## config.mk

```make
export PLATFORM = sky130hd
export DESIGN_NAME = uart_baud_gen
export DESIGN_NICKNAME = d
export VERILOG_FILES = /design/src/rtl/uart_pkg.sv /design/src/rtl/uart_bit_phase.sv /design/src/rtl/uart_baud_gen.sv
export SDC_FILE = /design/constraint.sdc
export NUM_CORES = 1
export LEC_CHECK = 0
export ABC_AREA = 1
export ABC_CLOCK_PERIOD_IN_PS = 3450
export CORE_ASPECT_RATIO = 1.75
export CORE_MARGIN = 2
export CORE_UTILIZATION = 54
export DETAILED_ROUTE_END_ITERATION = 7
export GPL_TIMING_DRIVEN = 0
export PLACE_DENSITY_LB_ADDON = 0.3
export SYNTH_ARGS = -nofsm -noshare
export SYNTH_HDL_FRONTEND = slang
export SYNTH_SLANG_ARGS = --single-unit
```

## constraint.sdc

```tcl
create_clock -name clk -period 3.45 [get_ports clk]
set_clock_uncertainty 0.05 [all_clocks]
set_input_delay 0.69 -clock clk [delete_from_list [all_inputs] [get_ports clk]]
set_output_delay 0.69 -clock clk [all_outputs]
set_load 0.05 [all_outputs]
```

## src/rtl/uart_pkg.sv

```systemverilog
// Shared UART constants and the baud-divisor helper used by uart_baud_gen and its sub-module.
package uart_pkg;

    localparam int UART_OVERSAMPLE  = 16;
    localparam int UART_DIV_W       = 11;
    localparam int UART_FRAC_W      = 4;
    localparam int UART_DEFAULT_DIV = 163;

    // Integer clk cycles per oversample tick for a given system clock and baud rate.
    function automatic int uart_baud_div(input int clk_hz, input int baud, input int oversample);
        return clk_hz / (baud * oversample);
    endfunction

endpackage

```

## src/rtl/uart_bit_phase.sv

```systemverilog
// Oversample phase counter with bit-centre / bit-end decode and the 50% duty bit clock.
module uart_bit_phase
    import uart_pkg::*;
#(
    parameter int OVERSAMPLE = UART_OVERSAMPLE
) (
    input  logic clk,
    input  logic rst_n,
    input  logic os_tick_i,
    input  logic clear_i,
    output logic mid_tick_o,
    output logic bit_tick_o,
    output logic bclk_o
);

    localparam int PH_W = $clog2(OVERSAMPLE);
    localparam logic [PH_W-1:0] PH_MID  = PH_W'(OVERSAMPLE / 2 - 1);
    localparam logic [PH_W-1:0] PH_LAST = PH_W'(OVERSAMPLE - 1);

    logic [PH_W-1:0] phase_q, phase_d;
    logic            bclk_q, bclk_d;

    assign mid_tick_o = os_tick_i & (phase_q == PH_MID);
    assign bit_tick_o = os_tick_i & (phase_q == PH_LAST);
    assign bclk_o     = bclk_q;

    // bclk toggles on both the centre and end strobes, giving one full period per bit.
    always_comb begin
        phase_d = phase_q;
        bclk_d  = bclk_q;
        if (clear_i) begin
            phase_d = '0;
            bclk_d  = 1'b0;
        end else if (os_tick_i) begin
            phase_d = (phase_q == PH_LAST) ? '0 : phase_q + PH_W'(1);
            if (mid_tick_o | bit_tick_o) begin
                bclk_d = ~bclk_q;
            end
        end
    end

    always_ff @(posedge clk or negedge rst_n) begin
        if (!rst_n) begin
            phase_q <= '0;
            bclk_q  <= 1'b0;
        end else begin
            phase_q <= phase_d;
            bclk_q  <= bclk_d;
        end
    end

endmodule

```

## src/rtl/uart_baud_gen.sv

```systemverilog
// Runtime-loadable UART baud generator: oversample, bit-centre and bit-end strobes plus bclk.
// Define UART_BAUD_FRAC_EN to build the fractional divisor accumulator.
module uart_baud_gen
    import uart_pkg::*;
#(
    parameter int DIV_W       = UART_DIV_W,
    parameter int OVERSAMPLE  = UART_OVERSAMPLE,
    parameter int DEFAULT_DIV = UART_DEFAULT_DIV,
    parameter int FRAC_W      = UART_FRAC_W
) (
    input  logic              clk,
    input  logic              rst_n,
    input  logic              en,
    input  logic [DIV_W-1:0]  div,
    input  logic [FRAC_W-1:0] div_frac,
    input  logic              div_load,
    input  logic              resync,
    output logic              os_tick,
    output logic              mid_tick,
    output logic              bit_tick,
    output logic              bclk
);

    localparam logic [DIV_W:0] ONE_X = (DIV_W + 1)'(1);

    logic [DIV_W-1:0] div_q, div_d;
    logic [DIV_W-1:0] cnt_q, cnt_d;
    logic [DIV_W-1:0] eff;
    logic [DIV_W:0]   tc;
    logic             carry;
    logic             clear;

    assign clear = div_load | resync;
    assign eff   = (div_q < DIV_W'(2)) ? DIV_W'(2) : div_q;
    // One extra bit so eff-1+carry cannot wrap at the top of the divisor range.
    assign tc      = {1'b0, eff} - ONE_X + {{DIV_W{1'b0}}, carry};
    assign os_tick = en & ~clear & ({1'b0, cnt_q} == tc);

`ifdef UART_BAUD_FRAC_EN
    logic [FRAC_W-1:0] frac_q, frac_d;
    logic [FRAC_W-1:0] acc_q, acc_d;
    logic [FRAC_W:0]   acc_sum;

    assign acc_sum = {1'b0, acc_q} + {1'b0, frac_q};
    assign carry   = acc_sum[FRAC_W];

    always_comb begin
        frac_d = frac_q;
        acc_d  = acc_q;
        if (div_load) begin
            frac_d = div_frac;
            acc_d  = '0;
        end else if (resync) begin
            acc_d = '0;
        end else if (os_tick) begin
            acc_d = acc_sum[FRAC_W-1:0];
        end
    end

    always_ff @(posedge clk or negedge rst_n) begin
        if (!rst_n) begin
            frac_q <= '0;
            acc_q  <= '0;
        end else begin
            frac_q <= frac_d;
            acc_q  <= acc_d;
        end
    end
`else
    logic unused_div_frac;
    assign unused_div_frac = ^div_frac;
    assign carry           = 1'b0;
`endif

    always_comb begin
        div_d = div_q;
        cnt_d = cnt_q;
        if (div_load) begin
            div_d = div;
            cnt_d = '0;
        end else if (resync || os_tick) begin
            cnt_d = '0;
        end else if (en) begin
            cnt_d = cnt_q + DIV_W'(1);
        end
    end

    always_ff @(posedge clk or negedge rst_n) begin
        if (!rst_n) begin
            div_q <= DIV_W'(DEFAULT_DIV);
            cnt_q <= '0;
        end else begin
            div_q <= div_d;
            cnt_q <= cnt_d;
        end
    end

    uart_bit_phase #(
        .OVERSAMPLE (OVERSAMPLE)
    ) u_bit_phase (
        .clk        (clk),
        .rst_n      (rst_n),
        .os_tick_i  (os_tick),
        .clear_i    (clear),
        .mid_tick_o (mid_tick),
        .bit_tick_o (bit_tick),
        .bclk_o     (bclk)
    );

endmodule
```

==> summary.txt <==
Outcome
  – Outcome: finished, final reports clean

GRT
  – Initial antenna violation count: 0
  – Largest net degree at the start of global routing: 28
  – Vias in the first global route: 1620
  – Global-route wire length before repair: 6486 um
  – Gr ovfl total: 0
  – Total GRT Usage: 0.2366

Floorplan
  – Boundary Pins: 24
  – CORE AREA: 3142 um^2
  – Die ar.: 3741 um^2
  – Die width: 47.10 um
  – Starting density of the core: 0.5587
  – Die height: 79.43 um
  – Placement Rows: 27

Logic synthesis
  – Synth warnings: 0
  – Synth Area in Compound Gates: 0.09622
  – Synth Area in Simple Gates: 0.3222
  – Post-synthesis adder-cell area fraction: 0.02138
  – Mux share of post-synthesis cell area: 0.01924
  – Mapped cell area: 1755 um^2
  – Syn Nets: 265
  – Sequential-to-total area share from yosys stat: 0.3877
  – Syn_area_per_cell: 7.254 um^2
  – Yosys cell types: 28
  – Flops & latches, synth: 27
  – Largest family of logic cells by synthesized area: simple AND/OR/NAND/NOR gates
  – XOR/XNOR Fraction of Synth Area: 0.06486
  – Post-synthesis instance total: 242

STA
  – FMAX: 290.8 MHz
  – Endpoints failing hold: 0
  – Worst Tran Pin Value: 669.5 ps
  – Min Clock Period, post-route: 3439 ps
  – Endpoints failing setup: 0
  – RSZ-0062 raised after global routing: true
  – Setup TNS: 0 ps
  – Slew headroom: 0.5520
  – Max-slew violations: 0
  – Period utilisation layout: 0.9969
  – WHS: 369.1 ps

Critical path
  – R2R depth: 17
  – Max incr delay on CP: 450 ps
  – Reg2Reg Setup Slack: 780 ps
  – CP Capture Type: output pin
  – Max FO, Critical Path: 5
  – Worst path cell trace: nor2_1 -> nand3_2 -> nor2_1 -> nor2_2 -> ha_4 -> xor2_1 -> nand2_1 -> nor2_2 -> nand3_1 -> nor2_2 -> nand3_2 -> nor2_4 -> nand4_1 -> nor2_1 -> buf_6
  – Reg2reg start: div_q[2]
  – R2r endpoint: u_bit_phase.phase_q[0]
  – Crit start category: register
  – Critical path required time: 2710 ps
  – Crit-path slowest cell: dfrtp_1
  – Type of the worst setup path: register to output pin
  – Arrival @ worst endpoint: 2700 ps

Clock network
  – TritonCTS clock tree: yes
  – TritonCTS Buffers: 3
  – CTS H-tree lvls: 1
  – Hold_buf cts: 0
  – Clock Pin Slew Worst Setup and Hold Paths: 100 ps
  – Later-pin clock latency in the skew report: 270 ps
  – CTS root buffer: clkbuf_8
  – Longest Clk Path Bufs: 2
  – CTS Sinks: 27

Detailed routing
  – Routed Wire Length: 4016 um
  – Initial DRT Pass Iterations: 4
  – Remaining DRCs: 0
  – Drt initial violations: 31
  – Vias after detailed routing: 1659
  – Wirelength per Cell: 12.47 um
  – Antenna viol nets, final: 0
  – Vias per cell: 5.152

Placement
  – RePlAce Congestion: 0.8957
  – Post-DP HPWL: 2923 um
  – PortBufs: 19
  – DP Area: 2004 um^2

Pwr
  – Seq pwr share: 0.505
  – Cell internal pwr: 0.0004966 W
  – Tot Pwr: 0.0007201 W
  – PD cells: 325.3 nW/um^2
  – Clock group share of total power: 0.258
  – Switch share: 0.3103
  – Comb power frac: 0.237
  – VDD IR-drop max: 0.3364 mV
  – Sw Pwr: 0.0002235 W
  – Pleak: 1.048 nW

Finish
  – Most common cell after layout, fill and taps aside: nand2_1
  – Nets: 303
  – Area Overhead vs Synth: 26.09%
  – Most frequent cells in the layout: nand2_1, inv_1, o21ai_0, dfrtp_1, nor2_1
  – Inserted Diodes: 0
  – Fraction of layout cells with a size suffix above 1: 0.1971
  – Finished Cell Area: 2213 um^2

Min path
  – HP Class: input pin to asynchronous set/reset pin

Job
  – Max cap viols: 0
[cell type report]
class / count / area [um^2]
inverter: 38 / 142.6
clock buffer: 4 / 45.04
timing repair buffer: 33 / 294.0
buffer: 3 / 12.51
sequential: 27 / 681.9
fill: 261 / 928.4
multi-input combinational: 174 / 983.4
tap: 43 / 53.80
[synthesized netlist by cell type]
cell type / instances / area [um^2]
nand3_1: 16 / 80.08
buf_2: 1 / 5.000
o21bai_2: 1 / 11.26
nand2_1: 62 / 232.7
o21a_1: 1 / 7.510
nand4_1: 5 / 31.28
inv_1: 38 / 142.6
nor2_2: 5 / 31.28
or2_2: 1 / 6.260
dfstp_2: 4 / 105.1
a21oi_1: 3 / 15.01
xor2_1: 10 / 87.58
clkbuf_1: 2 / 7.510
nor2_4: 2 / 22.52
dfrtp_1: 23 / 575.6
nor3_1: 4 / 20.02
o21ai_0: 24 / 120.1
nand3_4: 1 / 17.52
xnor2_1: 3 / 26.28
or2_1: 1 / 6.260
nand2_4: 1 / 11.26
o22ai_1: 1 / 6.260
a31o_2: 1 / 8.760
nand3_2: 1 / 10.01
nor2_1: 24 / 90.09
mux2_2: 3 / 33.78
ha_1: 3 / 37.54
nand2_2: 1 / 6.260
[power by group through the flow]
stage	clock [W]	combinational [W]	sequential, W
after floorplan	0	0.0000948	0.000366
after global placement	0	0.000142	0.000368
after detailed placement	0	0.000145	0.000368
after CTS	0.000185	0.000162	0.000361
after global routing	0.000204	0.000192	0.000367
final	0.000186	0.000171	0.000364
[how the worst max path moves through the flow]
stage / startpoint / to / slack, ps
finish: div_q[2] / mid_tick / 10
global route: div_q[2] / mid_tick / -140
CTS: div_q[5] / mid_tick / 6
detailed placement: div_load / mid_tick / -510
global placement: div_load / mid_tick / -500
floorplan: div_q[5] / mid_tick / 130
[sequential cells by signal, summed over array words and instances, names as in the netlist]
signal and flops:
cnt_q 11, div_q 11, u_bit_phase.bclk_o 1, u_bit_phase.phase_q 4
[layer usage]
metal	routed length, um	share of wire	track usage
met5	0	0	0
met4	114	0.028	0.1056
met3	109	0.027	0.02489
met2	2276	0.57	0.4397
met1	1515	0.38	0.2445
[timing repair]
action                                 4_1_cts  5_1_grt
pin swaps                                    5       11
resized for setup                           26       14
endpoints found under the hold margin        0        0
buffers inserted                             7        7
setup endpoints to repair                    3        3
[metrics by stage]
stage | worst slack (ps) | cells | utilization
6_report | 10.64 | 322 | 0.7045
5_1_grt | -140.1 | 322 | 0.7045
3_5_place_dp | -507.5 | 304 | 0.6380
2_1_floorplan | 133.5 | 242 | -
3_3_place_gp | -503.9 | 304 | 0.6380
4_1_cts | 5.721 | 315 | 0.6742
[cells by family after synthesis]
group | after synthesis
and+or+nand+nor | 124
buffers and inverters | 41
AOI/OAI and AO/OA | 31
DFF | 27
xor gates and xnor gates | 13
muxes | 3
adders and majority gates | 3
[critical path, delay by kind of cell, from the launching register on]
kind	cells	cell delay (ps)
simple gates	12	1400
flops	1	450
fa+ha+maj	1	260
buf+inv	1	170
xor+xnor	1	130
(Power assumes the default switching activity.)
